--- config.mk ---
export PLATFORM = sky130hd
export DESIGN_NAME = div_seq
export DESIGN_NICKNAME = d
export VERILOG_FILES = /design/src/rtl/div_seq.sv
export SDC_FILE = /design/constraint.sdc
export NUM_CORES = 1
export LEC_CHECK = 0
export ABC_AREA = 1
export BUFFER_PORTS_ARGS = -buffer_cell sky130_fd_sc_hd__buf_2
export CORE_UTILIZATION = 65
export CTS_BUF_LIST = sky130_fd_sc_hd__clkbuf_4 sky130_fd_sc_hd__clkbuf_8
export CTS_CLUSTER_SIZE = 40
export DETAILED_ROUTE_END_ITERATION = 8
export PLACE_DENSITY = 0.89
export REMOVE_ABC_BUFFERS = 1
export SLEW_MARGIN = 25
export SYNTH_ARGS = -nofsm -noshare
export SYNTH_HDL_FRONTEND = slang
export SYNTH_SLANG_ARGS = --single-unit
--- constraint.sdc ---
create_clock -name clk -period 4.73 [get_ports clk]
set_clock_uncertainty 0.05 [all_clocks]
set_input_delay 0 -clock clk [delete_from_list [all_inputs] [get_ports clk]]
set_output_delay 0 -clock clk [all_outputs]
set_load 0.1 [all_outputs]
--- src/rtl/div_seq.sv ---
// div_seq -- sequential unsigned 32-bit restoring divider (one quotient bit
// per clock) plus the `sub` subtractor it drives every RUN cycle.
//
// Ports:
//   clk, rst_n         clock (rising edge), asynchronous active-low reset
//   start              request, sampled only in IDLE
//   dividend, divisor  operands, captured on an accepted start
//   is_signed          (DIV_SIGNED_EN only) signed request, sampled with start
//   busy               high for RUN and DONE (registered)
//   done               one-cycle pulse, results valid
//   quotient/remainder results, held until the next accepted start
//   div_by_zero        set with done when the divisor was 0, held like results
//   state_dbg          current FSM state (IDLE=0, RUN=1, DONE=2)
//
// Handshake: a request is accepted on the rising edge where state is IDLE and
// start=1. Accept is implicit; start outside IDLE is ignored, never queued.
// done pulses for exactly one cycle, after which the FSM returns to IDLE.
//
// Optional feature: define DIV_SIGNED_EN to add the is_signed input and
// truncating signed division (magnitudes through the unsigned core, sign
// correction applied on the RUN->DONE edge, so latency is unchanged).

module sub #(
    parameter int WIDTH = 32
) (
    input  logic [WIDTH-1:0] a,
    input  logic [WIDTH-1:0] b,
    output logic [WIDTH-1:0] sum,
    output logic             Cout
);
    // a - b as a + ~b + 1; Cout=1 means no borrow (a >= b).
    assign {Cout, sum} = {1'b0, a} + {1'b0, ~b} + {{WIDTH{1'b0}}, 1'b1};
endmodule

module div_seq #(
    parameter int WIDTH = 32
) (
    input  logic             clk,
    input  logic             rst_n,
    input  logic             start,
    input  logic [WIDTH-1:0] dividend,
    input  logic [WIDTH-1:0] divisor,
`ifdef DIV_SIGNED_EN
    input  logic             is_signed,
`endif
    output logic             busy,
    output logic             done,
    output logic [WIDTH-1:0] quotient,
    output logic [WIDTH-1:0] remainder,
    output logic             div_by_zero,
    output logic [1:0]       state_dbg
);

    typedef enum logic [1:0] {
        IDLE = 2'd0,
        RUN  = 2'd1,
        DONE = 2'd2
    } state_t;

    state_t      state_q, state_d;
    logic [31:0] q_reg_q, q_reg_d;
    logic [31:0] rem_q, rem_d;
    logic [31:0] d_reg_q, d_reg_d;
    logic [4:0]  cnt_q, cnt_d;
    logic [31:0] quotient_q, quotient_d;
    logic [31:0] remainder_q, remainder_d;
    logic        dbz_q, dbz_d;
    logic        busy_q, busy_d;
    logic        done_q, done_d;

`ifdef DIV_SIGNED_EN
    logic        q_neg_q, q_neg_d;
    logic        r_neg_q, r_neg_d;
    logic        a_neg, b_neg;
`endif

    logic [31:0] shifted;
    logic        rem_msb;
    logic [31:0] sub_sum;
    logic        sub_cout;
    logic        take;

    // Shift the next dividend bit into the partial remainder; the bit shifted
    // out of rem is kept as the 33rd bit of the trial value.
    assign shifted = {rem_q[30:0], q_reg_q[31]};
    assign rem_msb = rem_q[31];

    sub #(.WIDTH(32)) u_sub (
        .a    (shifted),
        .b    (d_reg_q),
        .sum  (sub_sum),
        .Cout (sub_cout)
    );

    // A 33-bit trial value >= 2^32 always exceeds the divisor; in that case
    // sub_sum is still the right difference modulo 2^32.
    assign take = rem_msb | sub_cout;

    always_comb begin
        state_d     = state_q;
        q_reg_d     = q_reg_q;
        rem_d       = rem_q;
        d_reg_d     = d_reg_q;
        cnt_d       = cnt_q;
        quotient_d  = quotient_q;
        remainder_d = remainder_q;
        dbz_d       = dbz_q;
`ifdef DIV_SIGNED_EN
        q_neg_d     = q_neg_q;
        r_neg_d     = r_neg_q;
        a_neg       = is_signed & dividend[31];
        b_neg       = is_signed & divisor[31];
`endif

        case (state_q)
            IDLE: begin
                if (start) begin
                    if (divisor == 32'd0) begin
                        quotient_d  = 32'hFFFF_FFFF;
                        remainder_d = dividend;
                        dbz_d       = 1'b1;
                        state_d     = DONE;
                    end else begin
`ifdef DIV_SIGNED_EN
                        q_reg_d = a_neg ? (32'd0 - dividend) : dividend;
                        d_reg_d = b_neg ? (32'd0 - divisor) : divisor;
                        q_neg_d = a_neg ^ b_neg;
                        r_neg_d = a_neg;
`else
                        q_reg_d = dividend;
                        d_reg_d = divisor;
`endif
                        rem_d   = 32'd0;
                        cnt_d   = 5'd0;
                        state_d = RUN;
                    end
                end
            end
            RUN: begin
                rem_d   = take ? sub_sum : shifted;
                q_reg_d = {q_reg_q[30:0], take};
                cnt_d   = cnt_q + 5'd1;
                if (cnt_q == 5'd31) begin
                    // Results come from this edge's (32nd) iteration.
`ifdef DIV_SIGNED_EN
                    quotient_d  = q_neg_q ? (32'd0 - q_reg_d) : q_reg_d;
                    remainder_d = r_neg_q ? (32'd0 - rem_d) : rem_d;
`else
                    quotient_d  = q_reg_d;
                    remainder_d = rem_d;
`endif
                    dbz_d   = 1'b0;
                    state_d = DONE;
                end
            end
            DONE: begin
                state_d = IDLE;
            end
            default: begin
                state_d = IDLE;
            end
        endcase

        // busy/done are registered versions of the next state.
        busy_d = (state_d != IDLE);
        done_d = (state_d == DONE);
    end

    always_ff @(posedge clk or negedge rst_n) begin
        if (!rst_n) begin
            state_q     <= IDLE;
            q_reg_q     <= 32'd0;
            rem_q       <= 32'd0;
            d_reg_q     <= 32'd0;
            cnt_q       <= 5'd0;
            quotient_q  <= 32'd0;
            remainder_q <= 32'd0;
            dbz_q       <= 1'b0;
            busy_q      <= 1'b0;
            done_q      <= 1'b0;
`ifdef DIV_SIGNED_EN
            q_neg_q     <= 1'b0;
            r_neg_q     <= 1'b0;
`endif
        end else begin
            state_q     <= state_d;
            q_reg_q     <= q_reg_d;
            rem_q       <= rem_d;
            d_reg_q     <= d_reg_d;
            cnt_q       <= cnt_d;
            quotient_q  <= quotient_d;
            remainder_q <= remainder_d;
            dbz_q       <= dbz_d;
            busy_q      <= busy_d;
            done_q      <= done_d;
`ifdef DIV_SIGNED_EN
            q_neg_q     <= q_neg_d;
            r_neg_q     <= r_neg_d;
`endif
        end
    end

    assign busy        = busy_q;
    assign done        = done_q;
    assign quotient    = quotient_q;
    assign remainder   = remainder_q;
    assign div_by_zero = dbz_q;
    assign state_dbg   = state_q;

endmodule

* After elaboration in Yosys (flattened, before gate mapping)
Index checks and enable logic that the tools add are counted.
Storage, ports and cells: register bits 170, output and inout bits 69, logic and storage cells 56, input bits 67
Operators by class: bitwise logic cells 3, reduce and logical (&&, ||, !) cells 7, eq/ne operators 7, muxes and demuxes 26, $add $sub $neg 3
Operator list (number):
- 2-to-1 mux 32 bit | 11
- case mux 32 bit (2 select lines) | 4
- adder 32 x 32 -> 33 bit | 1
- adder 33 x 1 -> 33 bit (second input constant) | 1
- zero test 32 bit | 1
- inverter 32 bit | 1
- 2-to-1 mux 5 bit | 2
- case mux 5 bit (2 select lines) | 1
- != test 2 bit (second input constant) | 4
- 2-to-1 mux 2 bit | 3
- AND reduction 3 bit | 2
- adder 5 x 1 -> 5 bit (second input constant) | 1
- == test 5 bit (second input constant) | 1
- case mux 2 bit (2 select lines) | 1
- AND reduction 4 bit | 1
- nonzero test 2 bit | 2
- 2-to-1 mux 1 bit | 3
- == test 2 x 1 -> 1 bit (second input constant) | 1
- == test 2 bit (second input constant) | 1
- zero test 2 bit | 1
- case mux 1 bit (2 select lines) | 1
- inverter 1 bit | 1
- OR 1 bit | 1

* Longest topological paths before layout
depth after elaboration 7, mapped depth 18, gate-level depth less buffers 18

* Cells and area by module
From an unflattened synthesis, not the netlist that was laid out.
Second synthesis, totals: cell total of the unflattened synthesis 1492, area total of the unflattened synthesis 10238.6 µm²
By module, submodules not included:
- div_seq | seq. area each 4254.1 µm², instances 1, cells an instance 946, area an instance 7644.8 µm²
- sub | seq. area each 0.0 µm², instances 1, cells an instance 546, area an instance 2593.7 µm²

* Least setup slack after synthesis
No wires, ideal clock.
path type flip-flop to flip-flop, start reg state_q[0], in the netlist state_dbg[0], end reg remainder_q[10], in the netlist remainder[10], path slack 2.239 ns, data arrival time 2.328 ns, path buffers 2, library setup time 0.113 ns, period minus slack after synthesis 2.491 ns, required time 4.567 ns, stages on the path, launching flop included 11, path through dfrtp_1 -> inv_1 -> nor2_1 -> inv_1 -> clkbuf_1 -> clkbuf_1 -> nand2_1 -> a21boi_0 -> nand3_1 -> nand2_1 -> inv_1
On the way: longest elaborated chain between the ends 3, elaborated cells between the ends (all ways) 8, classes of those cells 4 x eq/ne; 1 x mux; 3 x reduce/logical
Ends and longest elaborated chain:
- start, declared | RTL line 60 | state_t state_q, state_d;
- start signal, assigned | RTL line 186 | state_q <= state_d;
- == test 2 x 1 -> 1 bit or zero test 2 bit (tied branches) | RTL line 115 | case (state_q)
- != test 2 bit (no source line) or nonzero test 2 bit (tied branches)
- AND reduction 4 bit (no source line)
- end signal, assigned | RTL line 192 | remainder_q <= remainder_d;
- end, declared | RTL line 66 | logic [31:0] remainder_q, remainder_d;
Several ways; a longest one is shown, not always the timed one. A chain may end at the register's enable or synchronous reset.

* Worst setup path after layout
start reg rem_q[18], end reg remainder_q[9], in the netlist remainder[9]
On the way: longest elaborated chain between the ends 6
Ends and longest elaborated chain:
- start, declared | RTL line 62 | logic [31:0] rem_q, rem_d;
- start signal, assigned | RTL line 188 | rem_q <= rem_d;
- adder 32 x 32 -> 33 bit | RTL line 32 | assign {Cout, sum} = {1'b0, a} + {1'b0, ~b} + {{WIDTH{1'b0}}, 1'b1};
- adder 33 x 1 -> 33 bit | RTL line 32
- OR 1 bit | RTL line 97 | assign take = rem_msb | sub_cout;
- 2-to-1 mux 32 bit | RTL line 140 | rem_d = take ? sub_sum : shifted;
- 2-to-1 mux 32 bit | RTL line 143 | if (cnt_q == 5'd31) begin
- case mux 32 bit (2 select lines) | RTL line 115
Every way passes these cells. The select of a mux whose other input is x is not followed.

==> metrics <==
status completed; ys async rst share 1.00; unrepaired setup endpoints after global routing no; TNS Setup 0 ps; top sig layer met5; fin crit period 3020 ps; endpoint type of the worst setup path register; crit start category register; routed len/inst 17.0 um; Hold Violations, Final 0; CTS H-Tree Depth 4; synth top area cells dfrtp_1 (42%), nand2_1 (16%), inv_1 (8.4%); # diodes 0; ys flop type dfrtp_1; floorplan core area 0.0153 mm2; fin. max-slew vios 0; metal2 WL between 10 and 15 mm; distinct cell type count after synthesis 35; final period utilization 0.639; CP Max Fanout 34; share of layout cells above drive strength 1 0.146; met1 wire length 12.8 mm; pin count of the biggest net entering global routing 70; Fmax 331 MHz; post-synth top area share 0.416; worst setup path class register to register; Synth Cell Area 0.0102 mm2; vias in the first global route 10,203; Mapped Avg Cell Area around 7 um2; Die ar. 0.0162 mm2; Initial Util 0.669; most frequent cells in the layout nand2_1 (434), inv_1 (228), dfrtp_1 (170); starting DRC count in detailed routing 1,162; total global-route track usage 0.401; Sinks on Clock Net 170; Layout Utilization 0.794; Resized cells post-CTS 0; Clock Path Buffers 2; Syn. warnings 0; CTS tree built; DP HPWL 20.7 mm; num rows 45; Layout area overhead 18.6%; max-cap violations 0; number of antenna violations at the first check in global routing 1; number of synthesized register bits 170; met3 WL 3.01 mm; Post-Route WL 31.1 mm; CTS Buf Count 17; Yosys top cell by area dfrtp_1; Post-Syn Instances 1,430; port bufs roughly 140; Clock transition at path regs 110 ps; routability cong. 0.964; Worst Tran Pin Value 832 ps; Slew headroom 0.446; # DRC 0; hold slack final 233 ps; CTS root buf clkbuf_8; global-route wire length before repair 50.4 mm; remaining antenna violation count after routing 0; Clock Latency Late Sink between 400 and 500 ps; class of the worst hold path primary input to register; Top Ports around 140; Setup Buffers After CTS 0; DRT Pass-1 Iters 6; global route overflow 0; total number of vias 10,471; Nets 1,710; Chip Width 127 um; Seq/Total Area, Yosys 0.416; vias per inst between 5 and 6; crit path DAT roughly 3400 ps; final setup fails 0; chip height 127 um; EDFF count, synth 0; Worst Path Required between 5000 and 6000 ps; commonest non-fill, non-tap cell in the layout nand2_1
==> sequential cells by signal, indices dropped and copies added (netlist names) <==
name,count
cnt_q,5
busy,1
remainder,32
rem_q,32
quotient,32
d_reg_q,32
done,1
div_by_zero,1
state_dbg,2
q_reg_q,32
==> final timing paths <==
kind,start,end,slack [ps],cells after the start
setup reg to reg,rem_q[18]$_DFFE_PN0P_,remainder[9]$_DFFE_PN0P_,1710,16
hold / removal,divisor[1],d_reg_q[1]$_DFFE_PN0P_,230,4
min in group asynchronous,rst_n,rem_q[11]$_DFFE_PN0P_,460,3
hold reg to reg,quotient[0]$_DFFE_PN0P_,quotient[0]$_DFFE_PN0P_,440,2
setup / recovery,rem_q[18]$_DFFE_PN0P_,remainder[9]$_DFFE_PN0P_,1710,16
max in group asynchronous,rst_n,d_reg_q[26]$_DFFE_PN0P_,3230,4
==> critical path, stage by stage (launching register included) <==
cell and delay [ps]:
dfrtp_1 420, ha_1 450, nand2_1 170, inv_1 80, nand2_1 50, nand2_1 80, nand2_1 60, nand2_1 90
nand2_1 50, nor2b_2 140, buf_4 270, a21oi_4 190, buf_4 430, nand2_1 190, nand3_1 110, nand2_1 50
inv_1 50
==> layout make-up <==
type,count,area (um2)
well taps,211,264
clock buffers,18,241
flip-flops and latches,170,4250
fillers,1024,3140
inverters,230,863
repair buffers,216,1480
multi-input cells,973,4860
clock inverters,14,153
==> timing repair <==
action	in CTS	in global routing
hold buffers	68	0
endpoints found under the setup margin	0	0
hold endpoints to repair	149	0
==> per-layer routing <==
metal	vias up	track usage
met5	-	0
met4	2	0.172
met3	108	0.0787
met2	627	0.641
met1	4867	0.535
li1	4867	-
==> stage by stage <==
step                      instance area, um2  cells  setup slack (ps)
final                                  12100   1832              1710
after detailed placement               11000   1732              1810
after global routing                   12100   1832              1540
after CTS                              12100   1832              1770
after floorplan                         9960   1373             -1880
after global placement                 11000   1732              1950
==> cells by family after synthesis <==
family | share of synthesized area
AO/OA/AOI/OAI | 0.111
XOR/XNOR | 0.0137
adder cells (fa/ha/maj) | 0.0436
buffers and inverters | 0.109
flip-flops | 0.416
AND/OR/NAND/NOR | 0.306
==> cell usage after synthesis (11+ instances only) <==
master / count
nand2_1: 436
inv_1: 229
dfrtp_1: 170
o21ai_0: 100
nand3_1: 96
nor2_1: 85
nand4_1: 43
clkbuf_1: 39
ha_1: 34
or2_2: 34
a21boi_0: 31
a31oi_1: 31
a21oi_1: 24
xor2_1: 15
buf_2: 11
nand2_2: 11
Power is not shown: default switching activity piles up to over one toggle a cycle in this logic, so the estimate is an artifact.
